--- src/rtl/noc_pkg.sv ---
// Shared NoC packet format {dest, src, data}: field geometry, state type and pack/unpack helpers.
package noc_pkg;
  localparam int DEST_W   = 3;
  localparam int DATA_W   = 8;
  localparam int PKT_W    = 2*DEST_W + DATA_W;
  localparam int DATA_LSB = 0;
  localparam int SRC_LSB  = DATA_LSB + DATA_W;
  localparam int DEST_LSB = SRC_LSB + DEST_W;

  typedef logic [DEST_W-1:0] addr_t;
  typedef logic [DATA_W-1:0] data_t;
  typedef logic [PKT_W-1:0]  pkt_t;

  typedef struct packed {
    addr_t dest;
    addr_t src;
    data_t data;
  } pkt_fields_t;

  typedef enum logic {TX_IDLE, TX_SEND} tx_state_e;

  function automatic pkt_t pkt_pack(input addr_t dest, input addr_t src, input data_t data);
    pkt_t p;
    p = '0;
    p[DEST_LSB +: DEST_W] = dest;
    p[SRC_LSB  +: DEST_W] = src;
    p[DATA_LSB +: DATA_W] = data;
    return p;
  endfunction

  function automatic pkt_fields_t pkt_unpack(input pkt_t p);
    pkt_fields_t f;
    f.dest = p[DEST_LSB +: DEST_W];
    f.src  = p[SRC_LSB  +: DEST_W];
    f.data = p[DATA_LSB +: DATA_W];
    return f;
  endfunction
endpackage

--- src/rtl/ni_fifo.sv ---
// Power-of-two circular FIFO with wrap-bit pointers; exposes the head and the entry behind it
// so the consumer can reload its output register on every pop.
module ni_fifo #(
  parameter int  WIDTH = 14,
  parameter int  DEPTH = 4,
  localparam int AW    = $clog2(DEPTH)
) (
  input  logic             clk,
  input  logic             rst,
  input  logic             push,
  input  logic [WIDTH-1:0] wdata,
  input  logic             pop,
  output logic [WIDTH-1:0] head,
  output logic [WIDTH-1:0] head_nxt,
  output logic [AW:0]      count,
  output logic             empty,
  output logic             full
);
  logic [WIDTH-1:0] mem_q [DEPTH];
  logic [AW:0]      wr_q, rd_q, rd_nxt;

  assign rd_nxt   = rd_q + 1'b1;
  assign head     = mem_q[rd_q[AW-1:0]];
  assign head_nxt = mem_q[rd_nxt[AW-1:0]];
  assign count    = wr_q - rd_q;
  assign empty    = (wr_q == rd_q);
  assign full     = (wr_q[AW] != rd_q[AW]) && (wr_q[AW-1:0] == rd_q[AW-1:0]);

  always_ff @(posedge clk) begin
    if (push && !full) mem_q[wr_q[AW-1:0]] <= wdata;
  end

  always_ff @(posedge clk) begin
    if (rst) begin
      wr_q <= '0;
      rd_q <= '0;
    end else begin
      if (push && !full) wr_q <= wr_q + 1'b1;
      if (pop && !empty) rd_q <= rd_nxt;
    end
  end
endmodule

--- src/rtl/node_ni.sv ---
// Leaf network interface: PE requests -> TX FIFO -> registered net_out stream, and
// net_in stream -> address filter -> 2-entry RX skid buffer -> PE delivery.
//   state   | meaning
//   TX_IDLE | nothing presented on net_out
//   TX_SEND | FIFO head held on net_out_packet with net_out_valid high
module node_ni
  import noc_pkg::*;
#(
  parameter int                    WIDTH_packet = PKT_W,
  parameter int                    WIDTH_dest   = DEST_W,
  parameter int                    WIDTH_data   = DATA_W,
  parameter logic [WIDTH_dest-1:0] NODE_ADDR    = '0,
  parameter int                    TX_DEPTH     = 4
) (
  input  logic                    clk,
  input  logic                    rst,
  input  logic                    pe_tx_valid,
  output logic                    pe_tx_ready,
  input  logic [WIDTH_dest-1:0]   pe_tx_dest,
  input  logic [WIDTH_data-1:0]   pe_tx_data,
  output logic                    net_out_valid,
  input  logic                    net_out_ready,
  output logic [WIDTH_packet-1:0] net_out_packet,
  input  logic                    net_in_valid,
  output logic                    net_in_ready,
  input  logic [WIDTH_packet-1:0] net_in_packet,
  output logic                    pe_rx_valid,
  input  logic                    pe_rx_ready,
  output logic [WIDTH_dest-1:0]   pe_rx_src,
  output logic [WIDTH_data-1:0]   pe_rx_data,
  output logic                    err_self,
  output logic                    err_misroute
);
  localparam int CW = $clog2(TX_DEPTH) + 1;
  localparam int EW = WIDTH_dest + WIDTH_data;

  tx_state_e               state_q;
  logic                    tx_ready_q, err_self_q, out_valid_q;
  logic [WIDTH_packet-1:0] out_pkt_q, tx_pkt, fifo_head, fifo_head_nxt;
  logic                    tx_fire, tx_self, tx_push, out_fire, fifo_empty, fifo_full;
  logic [CW-1:0]           fifo_count, tx_cnt_nxt;

  assign tx_fire    = pe_tx_valid && tx_ready_q;
  assign tx_self    = (pe_tx_dest == NODE_ADDR);
  assign tx_push    = tx_fire && !tx_self && !fifo_full;
  assign out_fire   = out_valid_q && net_out_ready;
  assign tx_pkt     = pkt_pack(pe_tx_dest, NODE_ADDR, pe_tx_data);
  assign tx_cnt_nxt = fifo_count + CW'(tx_push) - CW'(out_fire);

  ni_fifo #(.WIDTH(WIDTH_packet), .DEPTH(TX_DEPTH)) u_tx_fifo (
    .clk      (clk),
    .rst      (rst),
    .push     (tx_push),
    .wdata    (tx_pkt),
    .pop      (out_fire),
    .head     (fifo_head),
    .head_nxt (fifo_head_nxt),
    .count    (fifo_count),
    .empty    (fifo_empty),
    .full     (fifo_full)
  );

  // On a pop the output register reloads with the next head; with one entry left that is
  // the word being pushed this very cycle, so it comes straight from the request.
  always_ff @(posedge clk) begin
    if (rst) begin
      state_q     <= TX_IDLE;
      out_valid_q <= 1'b0;
      out_pkt_q   <= '0;
      tx_ready_q  <= 1'b0;
      err_self_q  <= 1'b0;
    end else begin
      tx_ready_q <= (tx_cnt_nxt < CW'(TX_DEPTH));
      err_self_q <= tx_fire && tx_self;
      case (state_q)
        TX_IDLE: begin
          if (!fifo_empty) begin
            state_q     <= TX_SEND;
            out_valid_q <= 1'b1;
            out_pkt_q   <= fifo_head;
          end
        end
        TX_SEND: begin
          if (out_fire) begin
            if (fifo_count == CW'(1) && !tx_push) begin
              state_q     <= TX_IDLE;
              out_valid_q <= 1'b0;
              out_pkt_q   <= '0;
            end else if (fifo_count == CW'(1)) begin
              out_pkt_q <= tx_pkt;
            end else begin
              out_pkt_q <= fifo_head_nxt;
            end
          end
        end
        default: state_q <= TX_IDLE;
      endcase
    end
  end

  assign pe_tx_ready    = tx_ready_q;
  assign net_out_valid  = out_valid_q;
  assign net_out_packet = out_pkt_q;
  assign err_self       = err_self_q;

  logic [1:0]    rx_cnt_q, rx_cnt_d;
  logic [EW-1:0] slot0_q, slot0_d, slot1_q, slot1_d, rx_entry;
  logic          in_ready_q, err_mis_q, rx_in_fire, rx_enq, rx_deq;
  pkt_fields_t   in_fields;

  assign in_fields  = pkt_unpack(net_in_packet);
  assign rx_in_fire = net_in_valid && in_ready_q;
  assign rx_enq     = rx_in_fire && (in_fields.dest == NODE_ADDR);
  assign rx_deq     = (rx_cnt_q != 2'd0) && pe_rx_ready;
  assign rx_entry   = {in_fields.src, in_fields.data};

  // slot0 is always the oldest entry
  always_comb begin
    rx_cnt_d = rx_cnt_q;
    slot0_d  = slot0_q;
    slot1_d  = slot1_q;
    case ({rx_enq, rx_deq})
      2'b01: begin
        slot0_d  = slot1_q;
        rx_cnt_d = rx_cnt_q - 2'd1;
      end
      2'b10: begin
        if (rx_cnt_q == 2'd0) slot0_d = rx_entry;
        else                  slot1_d = rx_entry;
        rx_cnt_d = rx_cnt_q + 2'd1;
      end
      2'b11: begin
        if (rx_cnt_q == 2'd1) begin
          slot0_d = rx_entry;
        end else begin
          slot0_d = slot1_q;
          slot1_d = rx_entry;
        end
      end
      default: ;
    endcase
  end

  always_ff @(posedge clk) begin
    if (rst) begin
      rx_cnt_q   <= 2'd0;
      slot0_q    <= '0;
      slot1_q    <= '0;
      in_ready_q <= 1'b0;
      err_mis_q  <= 1'b0;
    end else begin
      rx_cnt_q   <= rx_cnt_d;
      slot0_q    <= slot0_d;
      slot1_q    <= slot1_d;
      in_ready_q <= (rx_cnt_d != 2'd2);
      err_mis_q  <= rx_in_fire && (in_fields.dest != NODE_ADDR);
    end
  end

  assign net_in_ready            = in_ready_q;
  assign pe_rx_valid             = (rx_cnt_q != 2'd0);
  assign {pe_rx_src, pe_rx_data} = slot0_q;
  assign err_misroute            = err_mis_q;
endmodule

--- config.mk ---
export PLATFORM = sky130hd
export DESIGN_NAME = node_ni
export DESIGN_NICKNAME = d
export VERILOG_FILES = /design/src/rtl/noc_pkg.sv /design/src/rtl/ni_fifo.sv /design/src/rtl/node_ni.sv
export SDC_FILE = /design/constraint.sdc
export NUM_CORES = 1
export LEC_CHECK = 0
export ABC_AREA = 1
export BUFFER_PORTS_ARGS = -buffer_cell sky130_fd_sc_hd__buf_2
export CORE_AREA = 2 2 160 99
export DETAILED_ROUTE_END_ITERATION = 12
export DIE_AREA = 0 0 162 101
export MAX_ROUTING_LAYER = met4
export PLACE_DENSITY_LB_ADDON = 0.25
export SYNTH_ARGS = -nofsm -noshare
export SYNTH_HDL_FRONTEND = slang
export SYNTH_SLANG_ARGS = --single-unit
export TNS_END_PERCENT = 50
--- constraint.sdc ---
create_clock -name clk -period 4.5 [get_ports clk]
set_input_delay 0.225 -clock clk [delete_from_list [all_inputs] [get_ports clk]]
set_output_delay 0.225 -clock clk [all_outputs]
set_load 0.01 [all_outputs]
==> impl_results.md <==
- Yosys top cell by area: sky130_fd_sc_hd__edfxtp_1
- FF-to-FF Start: u_tx_fifo.wr_q[0]
- First-iteration detailed-routing DRC count: about 260
- Transition time of the tightest slew-check pin: around 1200 ps
- Worst hold start: pe_tx_dest[2]
- Post-synthesis sequential area ratio: 0.491
- Pwr dens: roughly 450 mW/mm²
- Endpoint arrival time on the critical path: 3120 ps
- Grt ovf: 0
- Crit path time final: between 2000 and 3000 ps
- Peak supply drop: 0.173 mV
- Leakage dissipation: about 2.4 nW
- Relative slew slack: 0.210
- Routability cong.: 0.836
- Yosys Warn Count: 0
- Ratio of routed vias to standard cells: about 4.8
- Global routing met3 resource utilization: 0.0383
- ANT nets after route: 0
- Post-Layout Cell Count: around 850
- Mean instance size in the synthesized netlist: roughly 7.8 µm²
- Count of endpoints failing setup in the final report: 0
- Period utilisation layout: 0.630
- Gate Count Post-Synth: ~600
- Post-Route Setup TNS: 0 ps
- Number of flops mapped to enable cells by yosys: between 40 and 50
- Placed instance area: 0.00510 mm²
- Count of final max-slew check failures: 0
- Instance count along the most critical hold path: 1
- Wire length reported by the detailed router: approximately 12000 µm
- CTS tree: built
- Diodes inserted: 0
- Setup ws final: roughly 1700 ps
- Worst-path clk slew: about 70 ps
- Vias after detailed routing: a little over 4000
- Die Outline Area: ~0.016 mm²
- Most used flip-flop cell after synthesis: sky130_fd_sc_hd__dfxtp_1
- Result of the run: finished clean
- Worst min-delay path class: in -> reg
- Vertical extent of the die: a little over 100 µm
- Count of instances resized after the clock tree is built: 0
- Unrepaired setup endpoints after global routing: no
- CP endpoint kind: flip-flop
- Row count: 35
- Detailed Place HPWL: ~8500 µm
- Layout cell share with drive strength beyond 1: 0.142
- Number of buffers created by CTS: 9
- Share of Yosys cell area claimed by the top area cell type: 0.282
- R2R setup slack: between 1500 and 2000 ps
- DRC violations left: 0
- Final Hold Vio Count: 0
- Place WS: 1690 ps
- Design Area, Final: approximately 0.0054 mm²
- Number of buffers added for setup after CTS: 0
- Latest clock arrival within the worst-skew pair: roughly 340 ps
- Port Buf Inserts: 58
- Vias in the first global route: roughly 4000
- Number of flip-flops and latches in the synthesized netlist: 93
- Maximum buffer depth of the clock tree: 2
- Instance count after placement with tap cells included: around 830
- Drt first pass iters: 5
- Main area contributors after synthesis: sky130_fd_sc_hd__edfxtp_1 (28%), sky130_fd_sc_hd__dfxtp_1 (21%), sky130_fd_sc_hd__nand2_1 (12%)
- Number of cells on the worst reg-to-reg path: 11
- Global-route met2 utilization: 0.232
- Synthesis-to-layout area growth: 14.7%
- Global Route met1 Usage: 0.227
- Number of I/O pins: between 60 and 70
- Width of the chip: between 150 and 200 µm
- Clock Sink Count: 93
- Global-route wire length before repair: roughly 20000 µm
- Fin nets: 687
- Required time of the critical path: 4780 ps
- R2r endpoint: net_out_packet[4]
- GRT busiest layer: met2
- Worst Setup Start Kind: flip-flop
- Total of hold buffers inserted after clock tree synthesis: 0
- Maximum fanout along the worst path: 13
- Root buf cell: sky130_fd_sc_hd__clkbuf_16
- Core Area: 0.0150 mm²
- Post-layout util: 0.359
- Capture endpoint of the worst hold path: u_tx_fifo.mem_q[3][10]
- Type of the worst setup path: reg -> reg
- Initial antenna violation count: 0
- Share of synthesized flip-flops with an asynchronous set or reset: 0
- Syn Std Cell Area: around 0.0047 mm²
- Synth unique cells: 33
- Starting density of the core: 0.313
- Worst Hold Slack: 113 ps
- Fmax: ~350 MHz
- Maximum Capacitance Violations: 0
- Design Power: around 2.4 mW
- Clock skew: 6.09 ps
- Pin count of the biggest net entering global routing: 41
- GR Util All Layers: 0.163
- CTS HTree Levels: 3
- WL/cell: approximately 15 µm
## worst max-delay path by stage
stage | start | end | slack (ps)
5_1_grt | rx_cnt_q[0] | slot0_q[3] | 1380
3_3_place_gp | net_in_packet[12] | slot0_q[3] | 1750
6_report | u_tx_fifo.wr_q[0] | net_out_packet[4] | 1660
3_5_place_dp | u_tx_fifo.wr_q[0] | net_out_packet[1] | 1690
2_1_floorplan | u_tx_fifo.wr_q[0] | u_tx_fifo.mem_q[3][0] | 2450
4_1_cts | u_tx_fifo.wr_q[0] | net_out_packet[4] | 1660
## sequential cells by signal (all words and copies together) (netlist names), 2 cells and up, named ones only
signal	count
slot1_q	11
net_out_packet	11
u_tx_fifo.rd_q	3
slot0_q	11
rx_cnt_q	2
u_tx_fifo.wr_q	3
u_tx_fifo.mem_q	44
## cells in the final DEF (no fill, tap or decap), types with 2 or more instances in the layout
master / instances
sky130_fd_sc_hd__o21ai_0: 62
sky130_fd_sc_hd__edfxtp_1: 44
sky130_fd_sc_hd__inv_1: 58
sky130_fd_sc_hd__nor2_1: 67
sky130_fd_sc_hd__nand4_1: 2
sky130_fd_sc_hd__nand2_4: 3
sky130_fd_sc_hd__dfxtp_1: 49
sky130_fd_sc_hd__buf_2: 58
sky130_fd_sc_hd__ha_1: 14
sky130_fd_sc_hd__nor2_2: 3
sky130_fd_sc_hd__conb_1: 3
sky130_fd_sc_hd__nand2_2: 2
sky130_fd_sc_hd__nand3_2: 4
sky130_fd_sc_hd__buf_4: 4
sky130_fd_sc_hd__nand3_1: 68
sky130_fd_sc_hd__a21oi_1: 21
sky130_fd_sc_hd__clkinvlp_4: 2
sky130_fd_sc_hd__nand2_1: 152
sky130_fd_sc_hd__nor3_1: 2
sky130_fd_sc_hd__o21ai_1: 2
sky130_fd_sc_hd__clkbuf_16: 9
sky130_fd_sc_hd__o21bai_1: 3
sky130_fd_sc_hd__clkinv_2: 3
## worst max-delay path, stage by stage, from the launching register on
cell,delay [ps]
sky130_fd_sc_hd__dfxtp_1,370
sky130_fd_sc_hd__inv_1,120
sky130_fd_sc_hd__ha_1,210
sky130_fd_sc_hd__fa_1,540
sky130_fd_sc_hd__inv_1,60
sky130_fd_sc_hd__nor2_2,490
sky130_fd_sc_hd__nand3_1,510
sky130_fd_sc_hd__nand2_1,170
sky130_fd_sc_hd__nand2_1,60
sky130_fd_sc_hd__nor2_1,110
sky130_fd_sc_hd__nor2_1,60
sky130_fd_sc_hd__nor2_1,70
## logic make-up (layout without fill, tap and decap cells)
family / after synthesis / in the layout / share of synthesized area
AO/OA/AOI/OAI: 91 / 91 / 0.100
buffers and inverters: 93 / 138 / 0.0846
flip-flops: 93 / 93 / 0.491
AND/OR/NAND/NOR: 305 / 305 / 0.280
adder cells (fa/ha/maj): 15 / 15 / 0.0416
XOR/XNOR: 1 / 1 / 0.00187
other: 1 / 3 / 0.000800
## cell type report
class	instances	area, µm²
Timing Repair Buffer	62	320
Tap cell	203	254
Clock inverter	6	38.8
Inverter	60	225
Multi-Input combinational cell	415	2000
Sequential cell	93	2300
Fill cell	1566	9600
Clock buffer	10	239
## report_power, final
| part | total [mW] | switching (mW) | internal [mW] |
|---|---|---|---|
| sequential | 1.06 | 0.0735 | 0.986 |
| combinational | 0.647 | 0.427 | 0.220 |
| clock | 0.718 | 0.331 | 0.388 |
## cells in the mapped netlist (2+ instances only)
| cell | instances |
|---|---|
| sky130_fd_sc_hd__buf_2 | 7 |
| sky130_fd_sc_hd__buf_4 | 7 |
| sky130_fd_sc_hd__inv_1 | 58 |
| sky130_fd_sc_hd__o21ai_0 | 62 |
| sky130_fd_sc_hd__nand3_2 | 4 |
| sky130_fd_sc_hd__o21bai_1 | 3 |
| sky130_fd_sc_hd__clkbuf_1 | 16 |
| sky130_fd_sc_hd__nor2_1 | 68 |
| sky130_fd_sc_hd__nor2_2 | 2 |
| sky130_fd_sc_hd__nor3_1 | 2 |
| sky130_fd_sc_hd__a21oi_1 | 21 |
| sky130_fd_sc_hd__o21ai_1 | 2 |
| sky130_fd_sc_hd__nand3_1 | 68 |
| sky130_fd_sc_hd__nand2_1 | 152 |
| sky130_fd_sc_hd__edfxtp_1 | 44 |
| sky130_fd_sc_hd__ha_1 | 14 |
| sky130_fd_sc_hd__nand2_4 | 3 |
| sky130_fd_sc_hd__nand2_2 | 2 |
| sky130_fd_sc_hd__dfxtp_1 | 49 |
| sky130_fd_sc_hd__nand4_1 | 2 |
## metal layers
layer / part of all wire / wire length [µm]
met5: 0 / 0
met4: 0.015 / 192
met3: 0.057 / 706
met2: 0.42 / 5170
met1: 0.51 / 6360
Power figures use the tool's default switching activity.
